$ cat src/rtl/serial_adder_pkg.sv
// Shared types and constants for the bit-serial adder stage.
package serial_adder_pkg;

    typedef enum logic [1:0] {
        IDLE  = 2'd0,
        SHIFT = 2'd1,
        DONE  = 2'd2
    } state_t;

    localparam int ADDER_HALF = 0;
    localparam int ADDER_FULL = 1;

endpackage

$ cat src/rtl/serial_fa_cell.sv
// Combinational 1-bit full adder cell driven serially by serial_adder.
module serial_fa_cell (
    input  logic a,
    input  logic b,
    input  logic ci,
    output logic s,
    output logic co
);

    assign s  = a ^ b ^ ci;
    assign co = (a & b) | (a & ci) | (b & ci);

endmodule

$ cat src/rtl/serial_adder.sv
// Bit-serial WIDTH-bit adder: operands shift LSB-first through one full-adder
// cell with a carry flop; result is presented on a valid/ready output.
module serial_adder #(
    parameter int WIDTH      = 8,
    parameter int ADDER_TYPE = 1
) (
    input  logic             clk,
    input  logic             rst,
    input  logic             in_valid,
    output logic             in_ready,
    input  logic [WIDTH-1:0] a,
    input  logic [WIDTH-1:0] b,
    input  logic             cin,
    output logic             out_valid,
    input  logic             out_ready,
    output logic [WIDTH-1:0] sum,
    output logic             cout,
    output logic             busy
);

    import serial_adder_pkg::*;

    // One extra counter bit keeps WIDTH-1 representable for every legal WIDTH.
    localparam int            CW   = $clog2(WIDTH) + 1;
    localparam logic [CW-1:0] LAST = CW'(WIDTH - 1);
    localparam logic [CW-1:0] ONE  = CW'(1);

    state_t           state_reg;
    logic [CW-1:0]    cnt_reg;
    logic [WIDTH-1:0] a_sh_reg;
    logic [WIDTH-1:0] b_sh_reg;
    logic [WIDTH-1:0] sum_sh_reg;
    logic             carry_reg;
    logic [WIDTH-1:0] sum_reg;
    logic             cout_reg;
    logic             in_ready_reg;
    logic             out_valid_reg;
    logic             busy_reg;

    logic [WIDTH-1:0] a_sh_next;
    logic [WIDTH-1:0] b_sh_next;
    logic [WIDTH-1:0] sum_sh_next;
    logic             bit_s;
    logic             bit_co;
    logic             load_carry;

    serial_fa_cell u_cell (
        .a  (a_sh_reg[0]),
        .b  (b_sh_reg[0]),
        .ci (carry_reg),
        .s  (bit_s),
        .co (bit_co)
    );

    // Per-bit shift networks; written bitwise so WIDTH=1 needs no empty slice.
    generate
        for (genvar gi = 0; gi < WIDTH; gi++) begin : g_shift
            if (gi == WIDTH - 1) begin : g_top
                assign a_sh_next[gi]   = 1'b0;
                assign b_sh_next[gi]   = 1'b0;
                assign sum_sh_next[gi] = bit_s;
            end else begin : g_mid
                assign a_sh_next[gi]   = a_sh_reg[gi+1];
                assign b_sh_next[gi]   = b_sh_reg[gi+1];
                assign sum_sh_next[gi] = sum_sh_reg[gi+1];
            end
        end
    endgenerate

    assign load_carry = (ADDER_TYPE == ADDER_FULL) ? cin : 1'b0;

    always_ff @(posedge clk) begin
        if (rst) begin
            state_reg     <= IDLE;
            cnt_reg       <= '0;
            a_sh_reg      <= '0;
            b_sh_reg      <= '0;
            sum_sh_reg    <= '0;
            carry_reg     <= 1'b0;
            sum_reg       <= '0;
            cout_reg      <= 1'b0;
            in_ready_reg  <= 1'b1;
            out_valid_reg <= 1'b0;
            busy_reg      <= 1'b0;
        end else begin
            case (state_reg)
                IDLE: begin
                    if (in_valid) begin
                        a_sh_reg     <= a;
                        b_sh_reg     <= b;
                        sum_sh_reg   <= '0;
                        carry_reg    <= load_carry;
                        cnt_reg      <= '0;
                        state_reg    <= SHIFT;
                        in_ready_reg <= 1'b0;
                        busy_reg     <= 1'b1;
                    end
                end
                SHIFT: begin
                    a_sh_reg   <= a_sh_next;
                    b_sh_reg   <= b_sh_next;
                    sum_sh_reg <= sum_sh_next;
                    carry_reg  <= bit_co;
                    cnt_reg    <= cnt_reg + ONE;
                    if (cnt_reg == LAST) begin
                        sum_reg       <= sum_sh_next;
                        cout_reg      <= bit_co;
                        state_reg     <= DONE;
                        out_valid_reg <= 1'b1;
                    end
                end
                DONE: begin
                    if (out_ready) begin
                        state_reg     <= IDLE;
                        out_valid_reg <= 1'b0;
                        busy_reg      <= 1'b0;
                        in_ready_reg  <= 1'b1;
                    end
                end
                default: begin
                    state_reg     <= IDLE;
                    out_valid_reg <= 1'b0;
                    busy_reg      <= 1'b0;
                    in_ready_reg  <= 1'b1;
                end
            endcase
        end
    end

    assign in_ready  = in_ready_reg;
    assign out_valid = out_valid_reg;
    assign busy      = busy_reg;
    assign sum       = sum_reg;
    assign cout      = cout_reg;

endmodule

$ cat config.mk
export PLATFORM = sky130hd
export DESIGN_NAME = serial_adder
export DESIGN_NICKNAME = d
export VERILOG_FILES = /design/src/rtl/serial_adder_pkg.sv /design/src/rtl/serial_fa_cell.sv /design/src/rtl/serial_adder.sv
export SDC_FILE = /design/constraint.sdc
export NUM_CORES = 1
export LEC_CHECK = 0
export ABC_CLOCK_PERIOD_IN_PS = 2100
export BUFFER_PORTS_ARGS = -buffer_cell sky130_fd_sc_hd__buf_2
export CAP_MARGIN = 20
export CORE_ASPECT_RATIO = 0.7
export CORE_UTILIZATION = 53
export CTS_CLUSTER_DIAMETER = 50
export CTS_CLUSTER_SIZE = 40
export DETAILED_ROUTE_END_ITERATION = 12
export PLACE_DENSITY = 0.81
export SETUP_SLACK_MARGIN = 0.02
export SLEW_MARGIN = 30
export SYNTH_ARGS = -nofsm -noshare
export SYNTH_HDL_FRONTEND = slang
export SYNTH_SLANG_ARGS = --single-unit
$ cat constraint.sdc
create_clock -name clk -period 2.1 [get_ports clk]
set_input_delay 0.315 -clock clk [delete_from_list [all_inputs] [get_ports clk]]
set_output_delay 0.315 -clock clk [all_outputs]
set_load 0.01 [all_outputs]
# Yosys cells after proc, flatten, opt, wreduce, memory -nomap -nowiden
# Index checks and enable logic that the tools add are counted.
[totals]
regBits = 43
in_bits = 21
output_inout_bits = 12
elab_cells = 56
[classes]
n_addsub = 1
n_eq_ne = 6
n_mux = 22
bitwise_logic = 9
n_reduce_logical = 7
[op_table]
columns = ["cell", "count"]
rows = [
  ["8-bit one-hot mux with 2 select lines", 3],
  ["8-bit two-way mux", 3],
  ["1-bit one-hot mux with 3 select lines", 3],
  ["3-bit AND reduction", 3],
  ["4-bit one-hot mux with 2 select lines", 1],
  ["1-bit two-way mux", 6],
  ["2-bit two-way mux", 3],
  ["2-bit inequality test, second input constant", 3],
  ["2-bit one-hot mux with 3 select lines", 1],
  ["4-bit by 1-bit adder with 4-bit output, second input constant", 1],
  ["4-bit by 3-bit equality test with 1-bit output, second input constant", 1],
  ["4-bit two-way mux", 1],
  ["2-bit AND reduction", 2],
  ["1-bit AND", 3],
  ["2-bit by 1-bit equality test with 1-bit output, second input constant", 1],
  ["2-bit equality test, second input constant", 1],
  ["2-bit zero test", 1],
  ["1-bit NOT", 2],
  ["1-bit bitwise OR", 2],
  ["1-bit one-hot mux with 2 select lines", 1],
  ["2-bit nonzero test", 1],
  ["1-bit bitwise XOR", 2],
]

# Longest topological paths before layout
[depth]
word_depth = 4
ltp_mapped = 5
ltp_nobuf = 4

# Hierarchy
# Synthesis repeated with hierarchy kept, for this count alone.
[hier_totals]
cells_unflattened = 233
hier_area_um2 = 1963.1
[by_module_without_submodules]
columns = ["module", "instances", "cells_each", "area_per_inst_um2", "seq_area_each_um2"]
rows = [
  ["serial_adder", 1, 232, 1943.1, 840.8],
  ["serial_fa_cell", 1, 1, 20.0, 0.0],
]

# Worst setup path after synthesis
# No wires, ideal clock.
[synth_timing]
kind = "reg-to-reg"
from = "register cnt_reg[0]"
to = "register cout_reg (netlist: cout)"
setup_time_ps = 127
arrival_time_ps = 1115
setup_slack_ps = 858
stages_incl_launch_ff = 6
path_buffers = 1
path_cell_list = "dfxtp_1 > ha_1 > and3b_1 > and2_0 > clkbuf_1 > o21ai_0"
[synth_between]
elab_chain_cells = 2
[synth_lines]
columns = ["item", "line", "source"]
rows = [
  ["start, declared", "serial_adder.sv:29", "logic [CW-1:0] cnt_reg;"],
  ["start signal, assigned", "serial_adder.sv:104", "cnt_reg <= cnt_reg + ONE;"],
  ["4-bit by 3-bit equality test with 1-bit output", "serial_adder.sv:105", "if (cnt_reg == LAST) begin"],
  ["2-bit AND reduction (no source line)", "n/a", ""],
  ["end signal, assigned", "serial_adder.sv:107", "cout_reg <= bit_co;"],
  ["end, declared", "serial_adder.sv:35", "logic cout_reg;"],
]
# Every way passes these cells.
# A chain may end at the register's enable or synchronous reset.

# Final worst setup path
[layout_timing]
from = "register cnt_reg[0]"
to = "register sum_reg[4] (netlist: sum[4])"
[layout_between]
elab_chain_cells = 2
[layout_lines]
columns = ["item", "line", "source"]
rows = [
  ["4-bit by 3-bit equality test with 1-bit output", "serial_adder.sv:105", ""],
  ["2-bit AND reduction (no source line)", "n/a", ""],
  ["end signal, assigned", "serial_adder.sv:106", "sum_reg <= sum_sh_next;"],
  ["end, declared", "serial_adder.sv:34", "logic [WIDTH-1:0] sum_reg;"],
]
# Every way passes these cells.

==> results.env <==
CTS_BUFFER_DEPTH=2
AGGREGATE_ROUTED_WIRE_LENGTH_MM=3.624
FINALNETCOUNT=242
CORE_REGION_AREA_UM2=3212
DRV_SLEW=0
YOSYSSEQAREASHARE=0.4590
REPORT.FINAL.HOLD_VIOL_COUNT=0
FINAL_COMMON_CELL='sky130_fd_sc_hd__dfxtp_1'
CP_CELL_SEQUENCE='ha_1 -> and3b_1 -> and2_0 -> o21ai_0'
POST_CTS_HOLD_BUFFER_COUNT=0
POST_PLACE_WORST_SLACK_PS=505.0
GRT_FIRST_PASS_WIRELENGTH_MM=5.851
SYNTHDISTINCTLIBCELLS=32
PORT-BUFFER-COUNT=32
GRT_REMAINING_OVERFLOW=0
DETAIL-ROUTE-ANTENNA-NETS=0
DR_PASS1_ITERATIONS=4
GRT_PASS1_VIAS=1222
VIA_DENSITY_PER_INSTANCE=5.453
GLOBAL_ROUTE.USAGE.MET3=0.06114
POSTCTSSETUPREPAIRBUFS=0
SETUP_TNS_PS=0
CLK_PIN_SLEW_WORST_PATHS_PS=80
DIE-HEIGHT_UM=51.19
CTSRESIZECOUNT=0
PWR_DENSITY_CELL_nW_PER_UM2=794.7
MAX_STAGE_DELAY_PS=380
CP_DATA_ARRIVAL_TIME_PS=1760
NUMCLOCKSINKS=42
TIMING.FINAL.WS_SETUP_PS=514.3
GLOBAL_ROUTE.USAGE.MET1=0.3235
COUNT_OF_ANTENNA_DIODES_IN_THE_LAYOUT=0
STATIC_LEAK_uW=0.0008114
FILL_CELLS=253
ACHIEVABLE-FREQUENCY_GHz=0.6306
FINAL_LAYOUT_SIZE_SUFFIX_GT1_FRAC=0.2591
HOLD_PATH.CLASS='in -> reg'
SETUP_VIOL=0
TIMING.FINAL.CRIT_PERIOD_PS=1586
HTREE_LEVELS=2
GRT_USE_MET2=0.2664
FIN_HOLD_WS_PS=259.0
GPL.FINAL_WEIGHTED_CONGESTION=0.8023
CRITPATHSLOWESTCELL='sky130_fd_sc_hd__and3b_1'
SYN-NUM-NETS=216
CTS_TREE='yes'
CP_DATA_REQUIRED_TIME_PS=2270
ROUTE.DETAILED.WL_PER_INST_UM=13.57
GRT_USAGE=0.2128
SIGNED_AREA_CHANGE_FROM_THE_SYNTHESIZED_NETLIST_TO_THE_FINAL_LAYOUT_PCT=14.07
MAX-SLEW-MARGIN-REL=0.5275
PIN_COUNT=33
MAXCAPVIOLATIONS=0
WORST_SKEW_PAIR.LATE_LATENCY_PS=290
SYN_AREA_PER_CELL_UM2=9.491
GRT_ANTENNA_BEFORE_REPAIR=0
CTS_MADE_BUFFERS=5
DR_TOTAL_VIAS=1456
IR_WORST_VDD_mV=0.4361
CRIT_PATH_START_KIND='flip-flop'
TOP_USAGE_LAYER='met1'
MAXIMUM_NUMBER_OF_PINS_ON_ONE_NET_BEFORE_GLOBAL_ROUTE_REPAIR=45
RSZ0062_AT_GRT='false'
LAYOUT.CELLS.MOST_COMMON_LIST='sky130_fd_sc_hd__dfxtp_1 (42), sky130_fd_sc_hd__nor2_1 (36), sky130_fd_sc_hd__buf_2 (32)'
START_UTIL=0.5703
WORST-SETUP-PATH-TYPE='reg -> reg'
HPWL_MM=2.360
YS_WARN_COUNT=0
DIE_W_UM=72.27
WORST_SETUP_PATH_END_KIND='flip-flop'
TIMING.CLOCK.SKEW_PS=7.897
DETAIL_ROUTE.ITER0.VIOLATIONS=107
CRITICAL_PATH_FANOUT_MAX=12
CELL_AREA_AFTER_TECHNOLOGY_MAPPING_UM2=1832
CTS_ROOT_BUF='sky130_fd_sc_hd__clkbuf_8'
YOSYS_REGISTER_BITS=42
TIGHTESTPINTRANSITION_PS=708.8
ROWS=17
FINAL_MIN_PERIOD_OVER_CLOCK_PERIOD=0.7551
STATUS='complete, no violations'
ROUTE.DETAILED.DRC=0
DIE_AREA_UM2=3699
CELL_COUNT_AFTER_SYNTHESIS=193
[synthesized netlist by cell type]
cell type                   number  area share
sky130_fd_sc_hd__dfxtp_1        42        0.46
sky130_fd_sc_hd__nor2_1         36       0.074
sky130_fd_sc_hd__a211oi_2       10       0.068
sky130_fd_sc_hd__a22oi_1        10       0.041
sky130_fd_sc_hd__nand2b_1       10       0.034
sky130_fd_sc_hd__o21ai_0        10       0.027
sky130_fd_sc_hd__nand4b_1        9       0.043
sky130_fd_sc_hd__o2bb2ai_1       9       0.043
sky130_fd_sc_hd__a211oi_1        6       0.025
sky130_fd_sc_hd__clkbuf_1        6       0.012
sky130_fd_sc_hd__nand2_1         6       0.012
sky130_fd_sc_hd__o22ai_1         6       0.020
sky130_fd_sc_hd__buf_2           5       0.014
sky130_fd_sc_hd__a21oi_1         4       0.011
sky130_fd_sc_hd__buf_4           3       0.012
sky130_fd_sc_hd__buf_6           2       0.012
sky130_fd_sc_hd__inv_2           2      0.0041
sky130_fd_sc_hd__nand3_1         2      0.0055
sky130_fd_sc_hd__nor2b_1         2      0.0068
sky130_fd_sc_hd__a31oi_1         1      0.0034
sky130_fd_sc_hd__and2_0          1      0.0034
sky130_fd_sc_hd__and3b_1         1      0.0048
sky130_fd_sc_hd__fa_1            1       0.011
sky130_fd_sc_hd__ha_1            1      0.0068
sky130_fd_sc_hd__mux2i_1         1      0.0055
sky130_fd_sc_hd__nor3b_1         1      0.0041
sky130_fd_sc_hd__o21ba_4         1      0.0089
sky130_fd_sc_hd__o21bai_1        1      0.0041
sky130_fd_sc_hd__o21bai_4        1       0.010
sky130_fd_sc_hd__o32a_1          1      0.0055
sky130_fd_sc_hd__or3_1           1      0.0034
sky130_fd_sc_hd__or4_1           1      0.0041
[power by group]
part / leakage, uW / switching (uW) / internal, uW
Sequential: 0.000344 / 26.4 / 834
Combinational: 0.000410 / 101 / 81.7
Clock: 0.0000579 / 268 / 350
[critical path, delay by kind of cell, from the launching register on]
kind	cells	cell delay (ps)
simple gates	2	750
flops	1	370
compound gates	1	140
fa+ha+maj	1	200
[final cells by class]
type	instances	area, um^2	area share
Timing Repair Buffer	35	182.7	0.08743
Tap cell	47	58.81	0.02814
Inverter	2	7.507	0.003593
Clock inverter	3	40.04	0.01916
Multi-Input combinational cell	133	890.9	0.4263
Clock buffer	5	68.82	0.03293
Sequential cell	42	840.8	0.4024
[per-stage QoR]
stage	utilization	power [uW]	cells	instance area, um^2
after global routing	0.6506	1730	267	2090
after global placement	0.6167	1055	259	1981
after floorplan	-	1014	193	1832
final	0.6506	1660	267	2090
after CTS	0.6506	1673	267	2090
after detailed placement	0.6167	1057	259	1981
[kinds of logic after synthesis]
group,share of synthesized area
AO/OA/AOI/OAI,0.2678
adder cells (fa/ha/maj),0.01776
buffers and inverters,0.05464
flip-flops,0.4590
multiplexers,0.005465
AND/OR/NAND/NOR,0.1954
[layer usage]
layer | vias up | wire length [um]
li1 | 749 | -
met2 | 29 | 1452
met3 | 7 | 157
met4 | 0 | 53
met1 | 671 | 1960
met5 | - | 0
[final timing paths]
| kind | from | to | slack, ps | cells after the start |
|---|---|---|---|---|
| setup reg to reg | cnt_reg[0] | sum[4] | 510 | 4 |
| hold / removal | b[7] | b_sh_reg[7] | 260 | 3 |
| setup / recovery | cnt_reg[0] | sum[4] | 510 | 4 |
| hold reg to reg | out_valid | out_valid | 470 | 2 |
Note: power is estimated with default switching activity, not from simulation.
